## src/rtl/cell_update_queue.sv

```systemverilog
// Changed-cell FIFO between frame_tracker and the draw stage.
// Drops that happen while the queue is full are flagged so the controller can request a full redraw.
package cell_update_queue_pkg;
   typedef enum logic [2:0] {
      OBJ_BLANK  = 3'd0,
      OBJ_BODY   = 3'd1,
      OBJ_HEAD   = 3'd2,
      OBJ_APPLE  = 3'd3,
      OBJ_BORDER = 3'd4
   } obj_code_t;
endpackage

module cell_update_queue
   import cell_update_queue_pkg::*;
#(
   parameter int DEPTH = 16,
   parameter int X_W   = 4,
   parameter int Y_W   = 4
) (
   input  logic                       clk,
   input  logic                       rst,
   input  logic                       enable,
   input  logic                       diff,
   input  logic [X_W-1:0]             x,
   input  logic [Y_W-1:0]             y,
   input  obj_code_t                  obj_code,
   input  logic                       sync,
   output logic                       out_valid,
   input  logic                       out_ready,
   output logic [X_W-1:0]             out_x,
   output logic [Y_W-1:0]             out_y,
   output obj_code_t                  out_obj,
   output logic [$clog2(DEPTH+1)-1:0] count,
   output logic                       full,
   output logic                       empty,
   output logic                       overflow,
   output logic                       redraw_req
);

   localparam int PTR_W   = $clog2(DEPTH);
   localparam int CNT_W   = $clog2(DEPTH+1);
   localparam int OBJ_W   = 3;
   localparam int ENTRY_W = X_W + Y_W + OBJ_W;
   localparam logic [CNT_W-1:0] DEPTH_C = CNT_W'(DEPTH);

   logic [ENTRY_W-1:0] mem_q [DEPTH];

   logic [PTR_W-1:0] wr_ptr_q, wr_ptr_d;
   logic [PTR_W-1:0] rd_ptr_q, rd_ptr_d;
   logic [CNT_W-1:0] count_q, count_d;
   logic             overflow_q, overflow_d;
   logic             redraw_q, redraw_d;

   logic             full_w, empty_w;
   logic             cell_changed, push, pop, drop;
   logic [ENTRY_W-1:0] wr_entry, head_entry;

   assign full_w       = (count_q == DEPTH_C);
   assign empty_w      = (count_q == '0);
   assign cell_changed = enable && diff;
   assign pop          = !empty_w && out_ready;
   // A full queue still accepts a push when the head leaves in the same cycle.
   assign push         = cell_changed && (!full_w || pop);
   assign drop         = cell_changed && full_w && !pop;
   assign wr_entry     = {x, y, obj_code};

   always_comb begin
      wr_ptr_d   = wr_ptr_q;
      rd_ptr_d   = rd_ptr_q;
      count_d    = count_q;
      overflow_d = overflow_q;
      redraw_d   = 1'b0;

      if (push) begin
         wr_ptr_d = wr_ptr_q + PTR_W'(1);
      end
      if (pop) begin
         rd_ptr_d = rd_ptr_q + PTR_W'(1);
      end

      case ({push, pop})
         2'b10:   count_d = count_q + CNT_W'(1);
         2'b01:   count_d = count_q - CNT_W'(1);
         default: count_d = count_q;
      endcase

      // At a frame boundary the old frame's status is reported and cleared,
      // but a drop in the boundary cycle belongs to the new frame.
      if (sync) begin
         redraw_d   = overflow_q;
         overflow_d = drop;
      end else if (drop) begin
         overflow_d = 1'b1;
      end
   end

   always_ff @(posedge clk) begin
      if (rst) begin
         wr_ptr_q   <= '0;
         rd_ptr_q   <= '0;
         count_q    <= '0;
         overflow_q <= 1'b0;
         redraw_q   <= 1'b0;
      end else begin
         wr_ptr_q   <= wr_ptr_d;
         rd_ptr_q   <= rd_ptr_d;
         count_q    <= count_d;
         overflow_q <= overflow_d;
         redraw_q   <= redraw_d;
      end
   end

   // Storage is not reset; stale contents are masked by out_valid below.
   always_ff @(posedge clk) begin
      if (!rst && push) begin
         mem_q[wr_ptr_q] <= wr_entry;
      end
   end

   assign head_entry = mem_q[rd_ptr_q];

   always_comb begin
      out_x   = '0;
      out_y   = '0;
      out_obj = OBJ_BLANK;
      if (!empty_w) begin
         out_x   = head_entry[ENTRY_W-1 -: X_W];
         out_y   = head_entry[OBJ_W +: Y_W];
         out_obj = obj_code_t'(head_entry[OBJ_W-1:0]);
      end
   end

   assign out_valid  = !empty_w;
   assign count      = count_q;
   assign full       = full_w;
   assign empty      = empty_w;
   assign overflow   = overflow_q;
   assign redraw_req = redraw_q;

endmodule

```

## config.mk

```make
export PLATFORM = sky130hd
export DESIGN_NAME = cell_update_queue
export DESIGN_NICKNAME = d
export VERILOG_FILES = /design/src/rtl/cell_update_queue.sv
export SDC_FILE = /design/constraint.sdc
export NUM_CORES = 1
export LEC_CHECK = 0
export ABC_AREA = 1
export CAP_MARGIN = 30
export CORE_UTILIZATION = 56
export CTS_BUF_LIST = sky130_fd_sc_hd__clkbuf_4
export DETAILED_ROUTE_END_ITERATION = 6
export GPL_ROUTABILITY_DRIVEN = 0
export PLACE_DENSITY = 0.78
export SYNTH_ARGS = -nofsm -noshare
export SYNTH_HDL_FRONTEND = slang
export SYNTH_SLANG_ARGS = --single-unit
export TNS_END_PERCENT = 30
```

## constraint.sdc

```tcl
create_clock -name clk -period 2.29 [get_ports clk]
set_clock_uncertainty 0.05 [all_clocks]
set_input_delay 0.458 -clock clk [delete_from_list [all_inputs] [get_ports clk]]
set_output_delay 0.458 -clock clk [all_outputs]
set_load 0.005 [all_outputs]
```

# ---- Word level (Yosys, flattened, before mapping)
# Memories as Yosys holds them, arrays and structs flattened. A register that Yosys moved wholly into a read port is not among the register bits.
# Cells that the tools add are included.
dict set report word_totals {
  out_inout_bits 21
  reg_bits 15
  memories 1
  wordCells 39
  mem_bits_rw 176
  in_bits 17
}
# memory words width read_ports rd_ports_with_merged_regs write_ports line_no
set memory_table {}
lappend memory_table {mem_q 16 11 1 1 1 46} ;# logic [ENTRY_W-1:0] mem_q [DEPTH];
dict set report op_classes {
  bitwise_logic 1
  n_reduce_logical 15
  eq_ne 3
  mux 10
  n_addsub 4
}
# op count
set ops {}
lappend ops {{$mux 4} 4}
lappend ops {{$pmux 5 s2} 1}
lappend ops {{$add 4x1->4 const B} 2}
lappend ops {{$logic_and 1x1->1} 6}
lappend ops {{$add 5x1->5 const B} 1}
lappend ops {{$eq 5x5->1 const B} 1}
lappend ops {{$logic_not 5->1} 1}
lappend ops {{$sub 5x1->5 const B} 1}
lappend ops {{$logic_not 1->1} 4}
lappend ops {{$mux 1} 4}
lappend ops {{$reduce_bool 2->1} 2}
lappend ops {{$mux 3} 1}
lappend ops {{$eq 2x1->1 const B} 1}
lappend ops {{$eq 2x2->1 const B} 1}
lappend ops {{$reduce_or 2->1} 1}
lappend ops {{$logic_or 1x1->1} 1}
lappend ops {{$not 1->1} 1}

# ---- Logic depth before layout (Yosys ltp)
# Gate-level depths: netlist of the first run.
dict set report logic_depth {
  ltp_word 8
  depth_mapped 15
  ltp_nobuf 15
}

# ---- Least setup slack after synthesis of the first run
# Ideal clock, no wire load.
dict set report synth_path {
  path_kind {register -> register}
  startpoint {register count_q[0], in the netlist count[0]}
  endpoint {memory mem_q[13][0] (netlist bit), enable pin}
  setup_slack_ns 0.016
  stages_incl_launch_ff 8
  t_required_ns 1.847
  n_path_buf 0
  t_arrival_ns 1.831
  cell_sequence {dfxtp_1 > nor2_2 > nand3_1 > or2_1 > nand2_4 > nor2_1 > inv_1 > nor3_1}
}
dict set report synth_between {
  elab_chain_cells 8
  elab_cells_between_ends 10
  classes_between {eq/ne: 1; mux: 2; reduce/logical: 7}
}
# element line_no
set synth_rtl {}
lappend synth_rtl {{start, declared} 50} ;# logic [CNT_W-1:0] count_q, count_d;
lappend synth_rtl {{start signal, assigned} 107} ;# count_q <= count_d;
lappend synth_rtl {{$logic_not 5->1} 59} ;# assign empty_w = (count_q == '0);
lappend synth_rtl {{$logic_not 1->1} 61} ;# assign pop = !empty_w && out_ready;
lappend synth_rtl {{$logic_and 1x1->1} 61}
lappend synth_rtl {{$logic_or 1x1->1 (*)} 63} ;# assign push = cell_changed && (!full_w || pop);
lappend synth_rtl {{$logic_and 1x1->1 (*)} 63}
lappend synth_rtl {{$logic_and 1x1->1 (*)} 115} ;# if (!rst && push) begin
lappend synth_rtl {{$mux 1 (*)} 115}
lappend synth_rtl {{$mux 1 (not written as such) (*)} 116} ;# mem_q[wr_ptr_q] <= wr_entry;
lappend synth_rtl {{end, declared} 46}
# Every way passes the cells marked *; elsewhere a longest branch is shown, timed or not.

==> key figures, run 1 <==
STA
  • Slew @ Worst Pin: 0.690 ns
  • Final setup violation count: 12
  • Setup TNS: -4.77 ns
  • Unrepaired setup endpoints after global routing: yes
  • F_max: 363 MHz
  • Final Hold Vio Count: 0
  • Post-layout min period: 2.76 ns
  • Setup WS post-layout: -0.468 ns
  • Pins over their slew limit: 0
  • Rel. slew slack: 53.8%
  • Tcrit/Tclk final: 120%

Yosys
  • Net Count, Synth: 653
  • Syn_area_per_cell: 12.5 sq um
  • #FFs+latches synth: 195
  • Warnings, synthesis: 0
  • Mapped Area: 0.00788 sq mm
  • Sequential-to-total area share from yosys stat: 71.9%
  • Synth cell types: 32
  • Mapped Cells: 629

Global routing
  • Pin count of the biggest net entering global routing: 23
  • Grt total ovfl: 0
  • Initial antenna violation count: 1
  • First-pass GRT wire length: 31.1 mm
  • Vias in the first global route: 5693
  • Tot GR Track Use: 29.8%

Flow run
  • Max-cap violation count: 0

Final layout
  • Commonest non-fill, non-tap cell in the layout: edfxtp_1
  • Synthesis-to-finish area growth: 24.8%
  • Commonest cells after routing, fill and taps aside: edfxtp_1, nor2_1, o21ai_0, buf_4, o221ai_1
  • Layout Cells excl Fill: 912
  • FILL cells: 801
  • Share of post-route cells with drive strength above 1: 24.4%
  • Layout Nets: 746
  • Area of the multi-input gates: 0.00213 sq mm
  • Sequential cell area: 0.00568 sq mm

Drt
  • Post-route DRC: 0
  • Via count: 5861
  • Via/cell ratio: 6.43
  • Starting DRT DRC Count: 809
  • Pre-antenna DRT Iters: 5
  • DRT Wirelength: 21.3 mm
  • Antenna-violating nets left: 0
  • DR WL/cell: 23.4 microns

Setup path
  • Worst path max stage delay: 0.50 ns
  • CP Launch Type: flip-flop
  • WP data required: 1.78 ns
  • CP Buf/Inv Count: 4
  • Data arrival, critical path: 2.25 ns
  • CP max stage cell: dfxtp_4
  • Crit path max fanout: 6
  • Cell Chain, Critical Path: buf_6, buf_12, buf_16, o21ai_2, o221ai_1, nand3_1, a21oi_2, buf_2
  • WS Path Type: flip-flop to primary output
  • Delay-heaviest family, CP: buffers and inverters
  • Setup crit end kind: primary output

Floorplan
  • Core footprint: 0.0135 sq mm
  • Die area: 0.0146 sq mm
  • Initial Util: 58.4%
  • Core Rows: 42
  • Ports: 38
  • Die width: 121 microns
  • Die Ht: 121 microns

Pwr
  • Power per cell area: 900 mW/mm^2
  • Static Leak: 3.39 nW
  • Maximum VDD drop: 0.500 mV

Run status
  • Status: finished with violations
  • Violated checks: negative setup slack

CTS
  • CTS buffer count: 17
  • TritonCTS clock tree: built
  • H-Tree Depth: 4
  • Worst-skew pair later-pin latency: 0.58 ns
  • Clock Pin Slew Worst Setup and Hold Paths: 0.14 ns
  • Max clock buf depth: 2
  • Clk sinks: 195
  • CTS Hold Bufs: 0
  • Clock root cell: clkbuf_4

Place
  • Pre-CTS setup slack: -0.175 ns
  • DP HPWL: 11.9 mm
  • Post-Place Cells: 863
  • Count of buffers from port buffering: 37

Hold path
  • Min-delay worst type: input port to flip-flop
==> state kept, by name, summed over array words and instances (netlist names), named ones only <==
signal / flops
count: 5
mem_q: 176
overflow: 1
rd_ptr_q: 4
redraw_req: 1
wr_ptr_q: 4
==> tightest hold or removal path, cell delays in order <==
cell             delay, ns
clkdlybuf4s50_1       0.44
nand2_1               0.08
nor2_1                0.04
==> routing by layer <==
layer	vias to the layer above	track usage, %	wire [microns]
met5	-	0	0
met4	0	16.2	974
met3	100	7.08	2290
met2	439	49.0	10300
met1	2810	36.4	7700
li1	2512	-	-
==> cell type report <==
cell class / count / area share, %
antenna: 1 / 0.0254
clock inverter: 13 / 1.68
inverter: 36 / 1.48
timing repair buffer: 110 / 13.7
multi-input combinational: 362 / 21.7
tap: 176 / 2.24
clock buffer: 19 / 1.45
sequential: 195 / 57.7
==> kinds of logic after synthesis <==
logic type / synth area share (%)
flops: 71.9
simple gates: 10.5
compound gates: 12.7
buf+inv: 3.76
fa+ha+maj: 1.11
xor+xnor: 0.111
==> per-stage QoR <==
step / power [W] / util, % / hold slack, ns / cell area, sq um
after floorplan: 0.00523 / - / 0.396 / 7880
after global placement: 0.00619 / 66.9 / 0.394 / 9030
after detailed placement: 0.00628 / 66.9 / 0.431 / 9030
after CTS: 0.00860 / 71.9 / 0.369 / 9710
after global routing: 0.00915 / 72.8 / 0.386 / 9840
final: 0.00885 / 72.8 / 0.412 / 9840
==> path summary, 6_finish.rpt <==
kind | startpoint | end | slack (ns) | depth (start not counted)
max | flip-flop | out_obj[0] | -0.47 | 8
min | sync | redraw_req$_SDFF_PP0_ | 0.41 | 3
max reg2reg | count[1]$_SDFFE_PP0P_ | count[4]$_SDFFE_PP0P_ | 0.31 | 10
min reg2reg | overflow$_SDFFE_PP0P_ | redraw_req$_SDFF_PP0_ | 0.45 | 2
==> cells in the mapped netlist <==
cell type | n | area share [%]
nand2_2 | 2 | 0.16
o221ai_1 | 40 | 4.4
o21ai_1 | 3 | 0.19
nand2_4 | 2 | 0.29
nor2_2 | 2 | 0.16
nand4_1 | 4 | 0.32
o21ai_0 | 95 | 6.0
or2_2 | 1 | 0.079
nor2_4 | 2 | 0.29
buf_1 | 1 | 0.048
buf_4 | 4 | 0.38
o32ai_1 | 1 | 0.11
nand3_1 | 27 | 1.7
clkbuf_1 | 24 | 1.1
nor2_1 | 112 | 5.3
a21oi_1 | 19 | 1.2
inv_4 | 1 | 0.079
a31o_2 | 1 | 0.11
o211ai_1 | 1 | 0.095
xnor2_1 | 1 | 0.11
a211oi_2 | 1 | 0.16
inv_2 | 4 | 0.19
o22ai_1 | 4 | 0.32
buf_2 | 7 | 0.44
or2_1 | 1 | 0.079
edfxtp_1 | 176 | 67
inv_1 | 31 | 1.5
nand3_2 | 2 | 0.25
nand2_1 | 22 | 1.0
nor3_1 | 12 | 0.76
ha_1 | 7 | 1.1
dfxtp_1 | 19 | 4.8
==> report_power, final <==
part           total [W]  switching [W]  leakage [nW]  internal, W
Clock            0.00197        0.00110         0.162     0.000870
Combinational    0.00283        0.00154          1.48      0.00128
Sequential       0.00405       0.000104          1.74      0.00395
Total            0.00885        0.00275          3.39      0.00610
==> repair_timing <==
item                       4_1_cts  5_1_grt
setup buffers                    8        1
cloned                           7        3
setup endpoints to repair       14       14
gates resized for setup         81       43
pin swaps                       38       35
Power figures use the tool's default switching activity.
==> run 2, diff against run 1 <==
--- a/config.mk
+++ b/config.mk
@@ -11,6 +11,7 @@
 export CTS_BUF_LIST = sky130_fd_sc_hd__clkbuf_4
 export DETAILED_ROUTE_END_ITERATION = 6
 export GPL_ROUTABILITY_DRIVEN = 0
+export MAX_ROUTING_LAYER = met4
 export PLACE_DENSITY = 0.78
 export SYNTH_ARGS = -nofsm -noshare
 export SYNTH_HDL_FRONTEND = slang
==> run 2 against run 1 <==
Net effect: the run ends with design-rule violations, negative setup slack left; sequential share of layout area down 0.13 points; cell count unchanged; total power grew 0.57%; core utilization rose by 0.17 points; register-to-register slack about the same; non-clock buffer count unchanged; largest power group unchanged.
==> key figures, run 2 (same netlist as run 1, synthesis figures left out) <==
Run status
  • Status: finished with violations
  • Violated checks: design-rule violations, negative setup slack

Floorplan
  • Core footprint: 0.0135 sq mm (unchanged)
  • Core Rows: 42 (unchanged)
  • Die area: 0.0146 sq mm (unchanged)
  • Ports: 38 (unchanged)
  • Initial Util: 58.4% (unchanged)
  • Die Ht: 121 microns (unchanged)
  • Die width: 121 microns (unchanged)

Drt
  • Antenna-violating nets left: 0 (unchanged)
  • Pre-antenna DRT Iters: 7 (+2)
  • DR WL/cell: 23.6 microns (+0.97%)
  • Starting DRT DRC Count: 868 (+7.3%)
  • Via/cell ratio: 6.46 (+0.58%)
  • DRT Wirelength: 21.5 mm (+0.97%)
  • Via count: 5895 (+0.58%)
  • Post-route DRC: 1 (+1)

Pwr
  • Sequential fraction of design power: 45.6% (-0.2 points)
  • Combinational group share of total power: 32.2% (+0.3 points)
  • Maximum VDD drop: 0.508 mV (+1.7%)
  • Psw: 0.00279 W (+1.4%)
  • Static Leak: 3.39 nW (+0.12%)
  • Sw Share: 31.3% (+0.26 points)
  • Pint: 0.00611 W (+0.19%)
  • Clk network pwr share: 22.3% (about the same)
  • Power per cell area: 903 mW/mm^2 (+0.34%)

Setup path
  • Data arrival, critical path: 2.38 ns (+0.13 ns)
  • WS Path Type: flip-flop to primary output
  • Crit path max fanout: 16 (+10)
  • CP Launch Type: flip-flop
  • WP data required: 1.78 ns (about the same)
  • Setup crit end kind: primary output

STA
  • Final Hold Vio Count: 0 (unchanged)
  • Setup TNS: -5.14 ns (-0.370 ns)
  • Rel. slew slack: 54.9% (+1.1 points)
  • Slew @ Worst Pin: 0.674 ns (-0.0164 ns)
  • Pins over their slew limit: 0 (unchanged)
  • Post-layout min period: 2.89 ns (+0.128 ns)
  • F_max: 347 MHz (-4.4%)
  • Unrepaired setup endpoints after global routing: yes
  • Worst Hold Slack: 0.387 ns (-0.0254 ns)
  • Final setup violation count: 13 (+1)
  • Setup WS post-layout: -0.595 ns (-0.128 ns)
  • Tcrit/Tclk final: 126% (+5.6 points)

Hold path
  • Min-delay worst type: input port to flip-flop

CTS
  • Clk sinks: 195 (unchanged)
  • CTS Hold Bufs: 0 (unchanged)
  • CTS buffer count: 17 (unchanged)
  • Clock Pin Slew Worst Setup and Hold Paths: 0.14 ns (about the same)
  • Clock root cell: clkbuf_4
  • Max clock buf depth: 2 (unchanged)
  • H-Tree Depth: 4 (unchanged)
  • Worst-skew pair later-pin latency: 0.60 ns (+0.02 ns)
  • TritonCTS clock tree: built

Final layout
  • Max reg flops: 176 (unchanged)
  • Synthesis-to-finish area growth: 25.1%
  • Util after Layout: 73.0% (+0.17 points)
  • Layout Nets: 746 (unchanged)
  • Commonest non-fill, non-tap cell in the layout: edfxtp_1
  • Share of post-route cells with drive strength above 1: 24.9% (+0.54 points)
  • Final instance area: 0.00986 sq mm (+0.23%)
  • FILL cells: 801 (unchanged)
  • Register bank with the most flops: mem_q
  • Commonest cells after routing, fill and taps aside: edfxtp_1, nor2_1, o21ai_0, buf_4, o221ai_1

Global routing
  • Initial antenna violation count: 1 (unchanged)
  • Vias in the first global route: 5692 (-0.018%)
  • Grt total ovfl: 0 (unchanged)
  • First-pass GRT wire length: 31.1 mm (about the same)
  • Pin count of the biggest net entering global routing: 23 (unchanged)
  • Tot GR Track Use: 30.6% (+0.88 points)

Place
  • Post-DP Area: 0.00903 sq mm (unchanged)
  • Count of buffers from port buffering: 37 (unchanged)
  • Pre-CTS setup slack: -0.175 ns (unchanged)
  • DP HPWL: 11.9 mm (unchanged)

Flow run
  • Max-cap violation count: 0 (unchanged)
==> run 2: cell counts in the layout (fill, tap and decap cells not counted) <==
No cell type changed its count.
==> run 2: final timing paths <==
path                               from               endpoint  slack, ns  depth (start not counted)
setup / recovery              flip-flop             out_obj[0]      -0.60                          8
hold reg to reg   overflow$_SDFFE_PP0P_  redraw_req$_SDFF_PP0_       0.45                          2
hold / removal                     sync  redraw_req$_SDFF_PP0_       0.39                          3
setup reg to reg  count[1]$_SDFFE_PP0P_  count[4]$_SDFFE_PP0P_       0.30                         10
==> run 2: timing repair <==
action | in CTS | in global routing
pin swaps | 38 | 37
cloned | 7 | 3
setup endpoints to repair | 14 | 14
gates resized for setup | 81 | 50
buffers inserted | 8 | 1
==> run 2: final cells by class <==
type	instances	area (sq um)	area share, %
flip-flops and latches	195	5680	57.6
diodes	1	2.50	0.0254
well taps	176	220	2.23
repair buffers	110	1360	13.7
inverters	36	145	1.47
multi-input cells	362	2150	21.8
clock buffers	19	143	1.45
clock inverters	13	165	1.68
==> run 2: power by group through the flow <==
stage / Combinational (W) / Sequential [W] / Clock (W)
5_1_grt: 0.00302 / 0.00406 / 0.00210
3_3_place_gp: 0.00211 / 0.00408 / 0
6_report: 0.00287 / 0.00405 / 0.00198
2_1_floorplan: 0.00116 / 0.00407 / 0
4_1_cts: 0.00260 / 0.00404 / 0.00197
3_5_place_dp: 0.00219 / 0.00409 / 0
==> run 2: routing by layer <==
| metal | wire (microns) | GRT usage (%) |
|---|---|---|
| met1 | 7860 | 36.7 |
| met2 | 10400 | 48.8 |
| met3 | 2350 | 6.98 |
| met4 | 894 | 16.2 |
| met5 | 0 | - |
==> run 2: worst max-delay path, cell delays in order (launching register included) <==
cell and delay [ns]:
dfxtp_4 0.50, inv_8 0.09, buf_12 0.16, buf_4 0.16, o21ai_0 0.37, o221ai_2 0.18, nand3_2 0.11, a21oi_2 0.08
buf_2 0.13
==> run 2: through the flow <==
stage	cells	power (W)
after global placement	863	0.00619
final	912	0.00890
after detailed placement	863	0.00628
after global routing	912	0.00918
after floorplan	629	0.00523
after CTS	910	0.00860
==> run 3, diff against run 2 <==
--- a/config.mk
+++ b/config.mk
@@ -12,7 +12,7 @@
 export DETAILED_ROUTE_END_ITERATION = 6
 export GPL_ROUTABILITY_DRIVEN = 0
 export MAX_ROUTING_LAYER = met4
-export PLACE_DENSITY = 0.78
+export PLACE_DENSITY = 0.9
 export SYNTH_ARGS = -nofsm -noshare
 export SYNTH_HDL_FRONTEND = slang
 export SYNTH_SLANG_ARGS = --single-unit
==> run 3 against run 2 <==
Net effect: the flow finishes with violations (negative setup slack); worst setup slack better by 0.041 ns; register-to-register slack worse by 0.10 ns; combinational power is 13% higher; global-route usage is 3.6 points higher; clock power is 4% higher; sequential power hardly changed.
==> key figures, run 3 (same netlist as run 1, synthesis figures left out) <==
Drt
  • DRT Wirelength: 24.4 mm (+13%)
  • Via count: 6201 (+5.2%)
  • Post-route DRC: 0 (-1)
  • Pre-antenna DRT Iters: 7 (unchanged)
  • DR WL/cell: 26.3 microns (+11%)
  • Starting DRT DRC Count: 969 (+12%)
  • Via/cell ratio: 6.69 (+3.5%)
  • Antenna-violating nets left: 0 (unchanged)

Final layout
  • Final instance area: 0.0101 sq mm (+2.2%)
  • Max reg flops: 176 (unchanged)
  • Commonest cells after routing, fill and taps aside: edfxtp_1, nor2_1, o21ai_0, buf_4, inv_1
  • Layout Nets: 760 (+1.9%)
  • Register bank with the most flops: mem_q
  • Synthesis-to-finish area growth: 27.9%
  • Share of post-route cells with drive strength above 1: 29.5% (+4.6 points)
  • Commonest non-fill, non-tap cell in the layout: edfxtp_1
  • FILL cells: 721 (-10%)
  • Util after Layout: 74.6% (+1.6 points)

STA
  • Post-layout min period: 2.84 ns (-0.0410 ns)
  • Slew @ Worst Pin: 0.679 ns (+0.00563 ns)
  • Unrepaired setup endpoints after global routing: yes
  • Pins over their slew limit: 0 (unchanged)
  • F_max: 352 MHz (+1.4%)
  • Tcrit/Tclk final: 124% (-1.8 points)
  • Rel. slew slack: 54.6% (-0.38 points)
  • Final setup violation count: 13 (unchanged)
  • Setup WS post-layout: -0.554 ns (+0.0410 ns)
  • Final Hold Vio Count: 0 (unchanged)

Floorplan
  • Core footprint: 0.0135 sq mm (unchanged)
  • Initial Util: 58.4% (unchanged)
  • Ports: 38 (unchanged)
  • Core Rows: 42 (unchanged)
  • Die Ht: 121 microns (unchanged)
  • Die area: 0.0146 sq mm (unchanged)
  • Die width: 121 microns (unchanged)

CTS
  • Max clock buf depth: 2 (unchanged)
  • Clock root cell: clkbuf_4
  • Clk sinks: 195 (unchanged)
  • Worst-skew pair later-pin latency: 0.60 ns (about the same)
  • H-Tree Depth: 4 (unchanged)
  • Clock Pin Slew Worst Setup and Hold Paths: 0.16 ns (+0.02 ns)
  • TritonCTS clock tree: built
  • CTS Hold Bufs: 0 (unchanged)
  • CTS buffer count: 17 (unchanged)

Setup path
  • CP max stage cell: dfxtp_4
  • Setup crit end kind: primary output
  • Data arrival, critical path: 2.34 ns (-0.04 ns)
  • WP data required: 1.78 ns (about the same)
  • Worst path max stage delay: 0.50 ns (about the same)
  • Cell count of the worst reg-to-reg path: 8 (-2)
  • WS Path Type: flip-flop to primary output
  • Cell Chain, Critical Path: buf_12, buf_8, buf_4, o21ai_0, o221ai_1, nand3_1, a21oi_2, buf_2
  • CP Launch Type: flip-flop
  • Crit path max fanout: 6 (-10)

Global routing
  • Tot GR Track Use: 34.2% (+3.6 points)
  • Pin count of the biggest net entering global routing: 23 (unchanged)
  • Initial antenna violation count: 1 (unchanged)
  • First-pass GRT wire length: 34.7 mm (+12%)
  • Vias in the first global route: 6159 (+8.2%)
  • Grt total ovfl: 0 (unchanged)

Flow run
  • Max-cap violation count: 0 (unchanged)

Place
  • DP HPWL: 12.7 mm (+7.5%)
  • Post-DP Area: 0.00889 sq mm (-1.5%)
  • Count of buffers from port buffering: 37 (unchanged)

Hold path
  • Hold Path Depth: 3 (unchanged)
  • Min-delay worst type: input port to flip-flop

Pwr
  • Power per cell area: 929 mW/mm^2 (+2.8%)
  • Static Leak: 3.48 nW (+2.7%)
  • Maximum VDD drop: 0.509 mV (+0.19%)

Run status
  • Status: finished with violations
  • Violated checks: negative setup slack
## run 3: changes by cell type in the layout (fill, tap and decap cells not counted), moves of 6 or more
cell	change
o21ai_0	-21
o221ai_2	+6
o221ai_1	-6
o21ai_1	+8
nor2_1	-6
nor3_1	+9
nor3_2	-9
o21ai_2	+9
buf_4	+13
buf_8	+6
## run 3: critical path: cells and delay by family (launching register included)
kind,cells,cell delay (ns)
flops,1,0.50
compound gates,3,0.52
buf+inv,4,0.54
simple gates,1,0.16
## run 3: area by class of cell
type | instances | area (sq um) | share of cell area (%)
inverter | 36 | 156 | 1.55
multi-input combinational | 362 | 2270 | 22.5
sequential | 195 | 5680 | 56.3
clock inverter | 15 | 194 | 1.92
antenna | 2 | 5.00 | 0.0497
tap | 176 | 220 | 2.18
clock buffer | 17 | 128 | 1.27
timing repair buffer | 124 | 1430 | 14.2
## run 3: through the flow
step | power (W) | cells | setup TNS (ns) | hold WS (ns) | worst slack [ns]
after floorplan | 0.00523 | 629 | 0 | 0.396 | 0.0156
after global placement | 0.00613 | 859 | -1.90 | 0.391 | -0.0715
after detailed placement | 0.00627 | 859 | -9.27 | 0.412 | -0.257
after CTS | 0.00880 | 918 | -3.99 | 0.365 | -0.372
after global routing | 0.00965 | 926 | -6.61 | 0.394 | -0.655
final | 0.00936 | 927 | -5.44 | 0.370 | -0.554
## run 3: routing by layer
layer / part of all wire [%] / global-route usage [%] / vias up
li1: - / - / 2561
met1: 34 / 39.1 / 2959
met2: 48 / 54.7 / 544
met3: 12 / 9.48 / 137
met4: 5.8 / 19.4 / 0
met5: 0 / - / -
## run 3: repair_timing
| item | in CTS | in global routing |
|---|---|---|
| pin swaps | 48 | 52 |
| setup buffers | 20 | 8 |
| gates cloned | 7 | 1 |
| setup endpoints to repair | 14 | 14 |
| gates resized for setup | 130 | 75 |
## run 3: final timing paths
kind	start	to	slack [ns]
worst max register to register	count[3]$_SDFFE_PP0P_	mem_q[6][4]$_DFFE_PP_	0.20
worst max-delay path	flip-flop	out_x[2]	-0.55
worst min register to register	overflow$_SDFFE_PP0P_	redraw_req$_SDFF_PP0_	0.43
worst min-delay path	sync	redraw_req$_SDFF_PP0_	0.37
## run 3: power by group
group	total [W]	leakage, nW	switching, W	internal, W
Sequential	0.00405	1.74	0.0000959	0.00395
Clock	0.00206	0.167	0.00127	0.000788
Combinational	0.00325	1.57	0.00177	0.00148
Total	0.00936	3.48	0.00314	0.00622
